==> config.mk <==
export PLATFORM = sky130hd
export DESIGN_NAME = fwd_hazard_ctrl
export DESIGN_NICKNAME = d
export VERILOG_FILES = /design/src/rtl/cpu_ctrl_pkg.sv /design/src/rtl/sat_counter.sv /design/src/rtl/fwd_hazard_ctrl.sv
export SDC_FILE = /design/constraint.sdc
export NUM_CORES = 1
export LEC_CHECK = 0
export ABC_AREA = 1
export CAP_MARGIN = 40
export CELL_PAD_IN_SITES_DETAIL_PLACEMENT = 1
export CELL_PAD_IN_SITES_GLOBAL_PLACEMENT = 1
export CORE_ASPECT_RATIO = 1.2
export CORE_MARGIN = 10
export CORE_UTILIZATION = 38
export CTS_CLUSTER_DIAMETER = 30
export CTS_CLUSTER_SIZE = 24
export DETAILED_ROUTE_END_ITERATION = 10
export GPL_TIMING_DRIVEN = 1
export PLACE_DENSITY = 0.81
export SLEW_MARGIN = 40
export SYNTH_ARGS = -nofsm -noshare
export SYNTH_HDL_FRONTEND = slang
export SYNTH_SLANG_ARGS = --single-unit
export TNS_END_PERCENT = 10
==> constraint.sdc <==
create_clock -name clock -period 3.6 [get_ports clock]
set_input_delay 0.72 -clock clock [delete_from_list [all_inputs] [get_ports clock]]
set_output_delay 0.72 -clock clock [all_outputs]
set_load 0.05 [all_outputs]
==> src/rtl/cpu_ctrl_pkg.sv <==
// ============================================================================
// Module      : cpu_ctrl_pkg
// Description : Shared types and constants for the RV32I pipeline control
//               blocks (forwarding selects, pipeline tracking entry).
// Revision    : 1.0 - initial release
// ============================================================================
`default_nettype none

package cpu_ctrl_pkg;

    localparam int REG_AW_DEFAULT = 5;

    localparam logic [1:0] FWD_RF    = 2'b00;
    localparam logic [1:0] FWD_EXMEM = 2'b01;
    localparam logic [1:0] FWD_MEMWB = 2'b10;

    typedef struct packed {
        logic [REG_AW_DEFAULT-1:0] rd;
        logic                      we;
        logic                      load;
    } pipe_entry_t;

    localparam pipe_entry_t BUBBLE = '{rd: '0, we: 1'b0, load: 1'b0};

    // The youngest in-flight producer (EX) takes precedence over MEM.
    function automatic logic [1:0] fwd_select(input logic hit_ex, input logic hit_mem);
        logic [1:0] sel;
        sel = FWD_RF;
        if (hit_ex) begin
            sel = FWD_EXMEM;
        end else if (hit_mem) begin
            sel = FWD_MEMWB;
        end
        return sel;
    endfunction

endpackage

`default_nettype wire

==> src/rtl/sat_counter.sv <==
// ============================================================================
// Module      : sat_counter
// Description : Event counter adding 0..2 per cycle, clamping at all-ones.
// Revision    : 1.0 - initial release
// ============================================================================
`default_nettype none

module sat_counter #(
    parameter int WIDTH = 32
) (
    input  logic             clk,
    input  logic             rst,
    input  logic [1:0]       inc,
    output logic [WIDTH-1:0] count
);

    logic [WIDTH-1:0] r_count;
    logic [WIDTH:0]   w_sum;

    // One extra bit of headroom exposes the overflow for clamping.
    assign w_sum = {1'b0, r_count} + {{(WIDTH-1){1'b0}}, inc};

    always_ff @(posedge clk or posedge rst) begin
        if (rst) begin
            r_count <= '0;
        end else if (w_sum[WIDTH]) begin
            r_count <= '1;
        end else begin
            r_count <= w_sum[WIDTH-1:0];
        end
    end

    assign count = r_count;

endmodule

`default_nettype wire

==> src/rtl/fwd_hazard_ctrl.sv <==
// ============================================================================
// Module      : fwd_hazard_ctrl
// Description : EX-stage operand forwarding and load-use hazard control for
//               the 5-stage RV32I pipeline, with saturating event counters.
// Revision    : 1.0 - initial release
// ============================================================================
`default_nettype none

module fwd_hazard_ctrl
    import cpu_ctrl_pkg::*;
#(
    parameter int REG_AW = REG_AW_DEFAULT,
    parameter int CNT_W  = 32
) (
    input  logic              clock,
    input  logic              reset,
    input  logic              id_valid,
    input  logic [REG_AW-1:0] id_rs1,
    input  logic [REG_AW-1:0] id_rs2,
    input  logic              id_rs1_used,
    input  logic              id_rs2_used,
    input  logic [REG_AW-1:0] id_rd,
    input  logic              id_rd_we,
    input  logic              id_is_load,
    input  logic              ex_flush,
    output logic              stall,
    output logic [1:0]        fwd_sel_a,
    output logic [1:0]        fwd_sel_b,
    output logic [CNT_W-1:0]  stall_cnt,
    output logic [CNT_W-1:0]  fwd_cnt
);

    pipe_entry_t       r_ex;
    logic [REG_AW-1:0] r_mem_rd;
    logic              r_mem_we;
    logic [1:0]        r_sel_a;
    logic [1:0]        r_sel_b;

    logic        w_rs1_hit_ex;
    logic        w_rs2_hit_ex;
    logic        w_rs1_hit_mem;
    logic        w_rs2_hit_mem;
    logic        w_stall;
    logic        w_advance;
    logic [1:0]  w_sel_a;
    logic [1:0]  w_sel_b;
    logic [1:0]  w_stall_inc;
    logic [1:0]  w_fwd_inc;
    pipe_entry_t w_id_entry;

    // A zero source register never matches: x0 is hard-wired.
    assign w_rs1_hit_ex  = id_valid & id_rs1_used & r_ex.we & (r_ex.rd == id_rs1) & (id_rs1 != '0);
    assign w_rs2_hit_ex  = id_valid & id_rs2_used & r_ex.we & (r_ex.rd == id_rs2) & (id_rs2 != '0);
    assign w_rs1_hit_mem = id_valid & id_rs1_used & r_mem_we & (r_mem_rd == id_rs1) & (id_rs1 != '0);
    assign w_rs2_hit_mem = id_valid & id_rs2_used & r_mem_we & (r_mem_rd == id_rs2) & (id_rs2 != '0);

    // Load data is not available until WB, so an EX-stage load consumer waits one cycle.
    assign w_stall   = ~ex_flush & id_valid & r_ex.load & (w_rs1_hit_ex | w_rs2_hit_ex);
    assign w_advance = id_valid & ~ex_flush & ~w_stall;

    assign w_sel_a = w_advance ? fwd_select(w_rs1_hit_ex, w_rs1_hit_mem) : FWD_RF;
    assign w_sel_b = w_advance ? fwd_select(w_rs2_hit_ex, w_rs2_hit_mem) : FWD_RF;

    assign w_id_entry = '{rd: id_rd, we: id_rd_we & (id_rd != '0), load: id_is_load};

    always_ff @(posedge clock or posedge reset) begin
        if (reset) begin
            r_ex     <= BUBBLE;
            r_mem_rd <= '0;
            r_mem_we <= 1'b0;
            r_sel_a  <= FWD_RF;
            r_sel_b  <= FWD_RF;
        end else begin
            r_mem_rd <= r_ex.rd;
            r_mem_we <= r_ex.we;
            r_ex     <= w_advance ? w_id_entry : BUBBLE;
            r_sel_a  <= w_sel_a;
            r_sel_b  <= w_sel_b;
        end
    end

    assign w_stall_inc = {1'b0, w_stall};
    assign w_fwd_inc   = {1'b0, (w_sel_a != FWD_RF)} + {1'b0, (w_sel_b != FWD_RF)};

    sat_counter #(
        .WIDTH (CNT_W)
    ) u_stall_cnt (
        .clk   (clock),
        .rst   (reset),
        .inc   (w_stall_inc),
        .count (stall_cnt)
    );

    sat_counter #(
        .WIDTH (CNT_W)
    ) u_fwd_cnt (
        .clk   (clock),
        .rst   (reset),
        .inc   (w_fwd_inc),
        .count (fwd_cnt)
    );

    assign stall     = w_stall;
    assign fwd_sel_a = r_sel_a;
    assign fwd_sel_b = r_sel_b;

endmodule

`default_nettype wire
==> reports/metrics.csv <==
stage,metric,value,unit
run_status,outcome,completed,
sta,final setup fails,0,
sta,worst slew pin tran,0.682,ns
global_route,Overall Global Routing Usage,19.3,%
worst_hold_path,"Endpoint, Worst Hold",r_mem_rd[1],
die,die span in x,122,um
clock_tree,setup repair bufs after CTS,0,
routing,Vias,4823,
sta,Final Cycle Share,94.3,%
worst_hold_path,hold wc startpoint,r_ex[3],
final_layout,# nets final,811,
worst_setup_path,FF-to-FF setup slack,0.67,ns
worst_setup_path,CP Max Fanout,6,
sta,"Slew Viols, Final",0,
routing,DR iter-0 viols,217,
synth,asr flop ratio synth,100,%
sta,FMAX,0.295,GHz
final_layout,"commonest non-fill, non-tap cell in the layout",nand2_1,
final_layout,most frequent cells in the layout,"nand2_1 (193), nor2_1 (93), clkdlybuf4s50_1 (90)",
synth,register area share after synthesis,42.6,%
worst_setup_path,CP Launch Type,primary input,
die,row cnt,44,
synth,Synth Register Bits,81,
routing,Avg Vias per Cell,5.08,
final_layout,Layout Area Growth over Synthesis,36.2,%
power,Power Dens Cells,299,mW/mm2
routing,Post-Route WL,16400,um
synth,Ys Warns,0,
clock_tree,CTS Buf Count,9,
worst_setup_path,R2R depth,20,
clock_tree,Skew-Pair Late Insertion Delay,0.34,ns
worst_setup_path,Setup Crit Path Kind,primary input to register,
synth,synthesized cell area,0.00476,mm2
power,Final Power,1940,uW
die,Initial Util,39.1,%
final_layout,antenna cell count,0,
sta,setup ws final,0.205,ns
placed_design,GPL Wtd Cong,0.934,
final_layout,footprint of the multi-input gates,0.00243,mm2
sta,final hold vios,0,
routing,# DRC,0,
synth,Synth Area per Inst,7.32,um2
global_route,initial antenna violation count,0,
clock_tree,clock buffer depth,2,
final_layout,fill count,1536,
placed_design,DP HPWL,13100,um
final_layout,FF/Latch Area,0.00203,mm2
die,Die H,143,um
worst_setup_path,Worst R2R End,u_fwd_cnt.count[26],
die,placeable core area,0.0122,mm2
routing,DR WL/cell,17.3,um
global_route,grt ovf,0,
die,die area,0.0174,mm2
worst_setup_path,CP arrival,3.62,ns
synth,post-synthesis cell count,650,
job,max-cap violation count,0,
worst_setup_path,Reg-to-Reg Start,r_ex[5],
clock_tree,CTS tree,built,
synth,Post-synth EDFFs,0,
sta,Slew HR,54.5,%
final_layout,layout cell share with drive strength beyond 1,12.9,%
worst_hold_path,WHS Path Cells,0,
global_route,number of global-route vias before repair,5474,
synth,"Distinct cells, synth",29,
power,Static Leak,0.00287,uW
routing,Antenna Nets Post-Route,0,
sta,skew final,0.00765,ns
placed_design,Port Buffers,91,
synth,syn_nets,677,
power,Peak supply drop,0.212,mV
worst_setup_path,Required @ worst endpoint,3.82,ns
global_route,first-pass GRT wire length,27200,um
global_route,largest net degree at the start of global routing,46,
worst_setup_path,kind of end point of the critical path,register,
worst_hold_path,Hold Path Class,register to register,
routing,Initial DRT Pass Iterations,4,
sta,RSZ-0062 raised after global routing,yes,
clock_tree,CTS root buf,clkbuf_16,
clock_tree,Clock H-tree levels,3,
clock_tree,Worst-path clk slew,0.07,ns
clock_tree,Sink Count,81,
sta,Final Critical Period,3.40,ns
die,io pins,92,
placed_design,Placement Setup Slack,-0.306,ns
synth,Main synth FF type,dfrtp_1,
## area by class of cell
cell class | instances | share of cell area [%]
multi-input combinational | 486 | 37.6
tap | 161 | 3.11
clock inverter | 4 | 0.425
clock buffer | 12 | 3.96
inverter | 78 | 4.54
timing repair buffer | 128 | 19.1
sequential | 81 | 31.3
## critical path, cell delays in order
cell and delay, ns:
clkdlybuf4s50_1 0.59, nand2_1 0.08, nor2_1 0.09, nand3_1 0.09, nor2_1 0.11, nand2_1 0.09
nand2_1 0.09, nand2_2 0.10, nor3_2 0.24, ha_1 0.24, ha_1 0.20, nand3_2 0.16
nor2_2 0.19, nand4_1 0.26, o21ai_0 0.26, nand3_1 0.09
## cells in the mapped netlist (4+ instances only)
library cell	instances	share of area, %
o21ai_0	17	1.8
nor3_1	13	1.4
inv_2	4	0.32
xor2_1	15	2.8
xnor2_1	16	2.9
nor2_2	7	0.92
nand3_1	71	7.5
dfrtp_1	81	43
nand4_1	15	2.0
buf_6	5	1.2
nand3_2	4	0.84
nand2_2	4	0.53
nand2_1	194	15
nor2_1	98	7.7
inv_1	74	5.8
or2_2	9	1.2
nand3b_1	5	0.79
## registers in the layout, indices dropped and copies added, names as in the netlist
register and count:
fwd_sel_a 2, fwd_sel_b 2, r_ex 7, r_mem_rd 5
r_mem_we 1, u_fwd_cnt.count 32, u_stall_cnt.count 32
## cells by family (layout without fill, tap and decap cells)
family / after synthesis / in the layout / synth area share, %
buffers and inverters: 83 / 222 / 7.34
adder cells (fa/ha/maj): 4 / 4 / 1.21
AND/OR/NAND/NOR: 431 / 431 / 40.9
AO/OA/AOI/OAI: 20 / 20 / 2.26
XOR/XNOR: 31 / 31 / 5.71
flip-flops: 81 / 81 / 42.6
## metal layers
layer  part of all wire, %  vias up  wire (um)  global-route usage [%]
met5                     0        -          0                       0
met4                   2.8        0        467                    7.76
met3                   4.8       29        787                    3.49
met2                    55       99       9030                    37.0
met1                    37     2377       6160                    19.8
li1                      -     2318          -                       -
## per-stage QoR
step / hold slack, ns / TNS [ns] / utilization (%) / cells / cell area, um2
global route: 0.471 / -0.00205 / 53.2 / 950 / 6480
finish: 0.454 / 0 / 53.2 / 950 / 6480
detailed placement: 0.443 / -6.00 / 50.5 / 934 / 6140
floorplan: 0.395 / 0 / - / 650 / 4760
global placement: 0.442 / -0.699 / 50.5 / 934 / 6140
CTS: 0.458 / 0 / 52.9 / 950 / 6430
## power breakdown
part           leakage, uW  internal, uW  switching (uW)
registers          0.00110           918            8.19
logic              0.00164          52.5            67.7
clock network     0.000131           505             389
total              0.00287          1470             465
## worst max-delay path by stage
stage                   start                     to  slack [ns]
finish               id_valid  u_stall_cnt.count[22]        0.20
global route        id_rs1[1]    u_fwd_cnt.count[24]      -0.002
CTS                 id_rs2[0]    u_fwd_cnt.count[22]        0.07
detailed placement  id_rs2[0]    u_fwd_cnt.count[22]       -0.31
global placement     id_valid  u_stall_cnt.count[22]       -0.13
floorplan           id_rs2[1]  u_stall_cnt.count[24]        0.21
## repair_timing
item	in CTS	in global routing
setup endpoints to repair	3	37
pin swaps	0	2
gates resized for setup	1	16
gates cloned	0	0
hold buffers	0	0
Note: power is estimated with default switching activity, not from simulation.
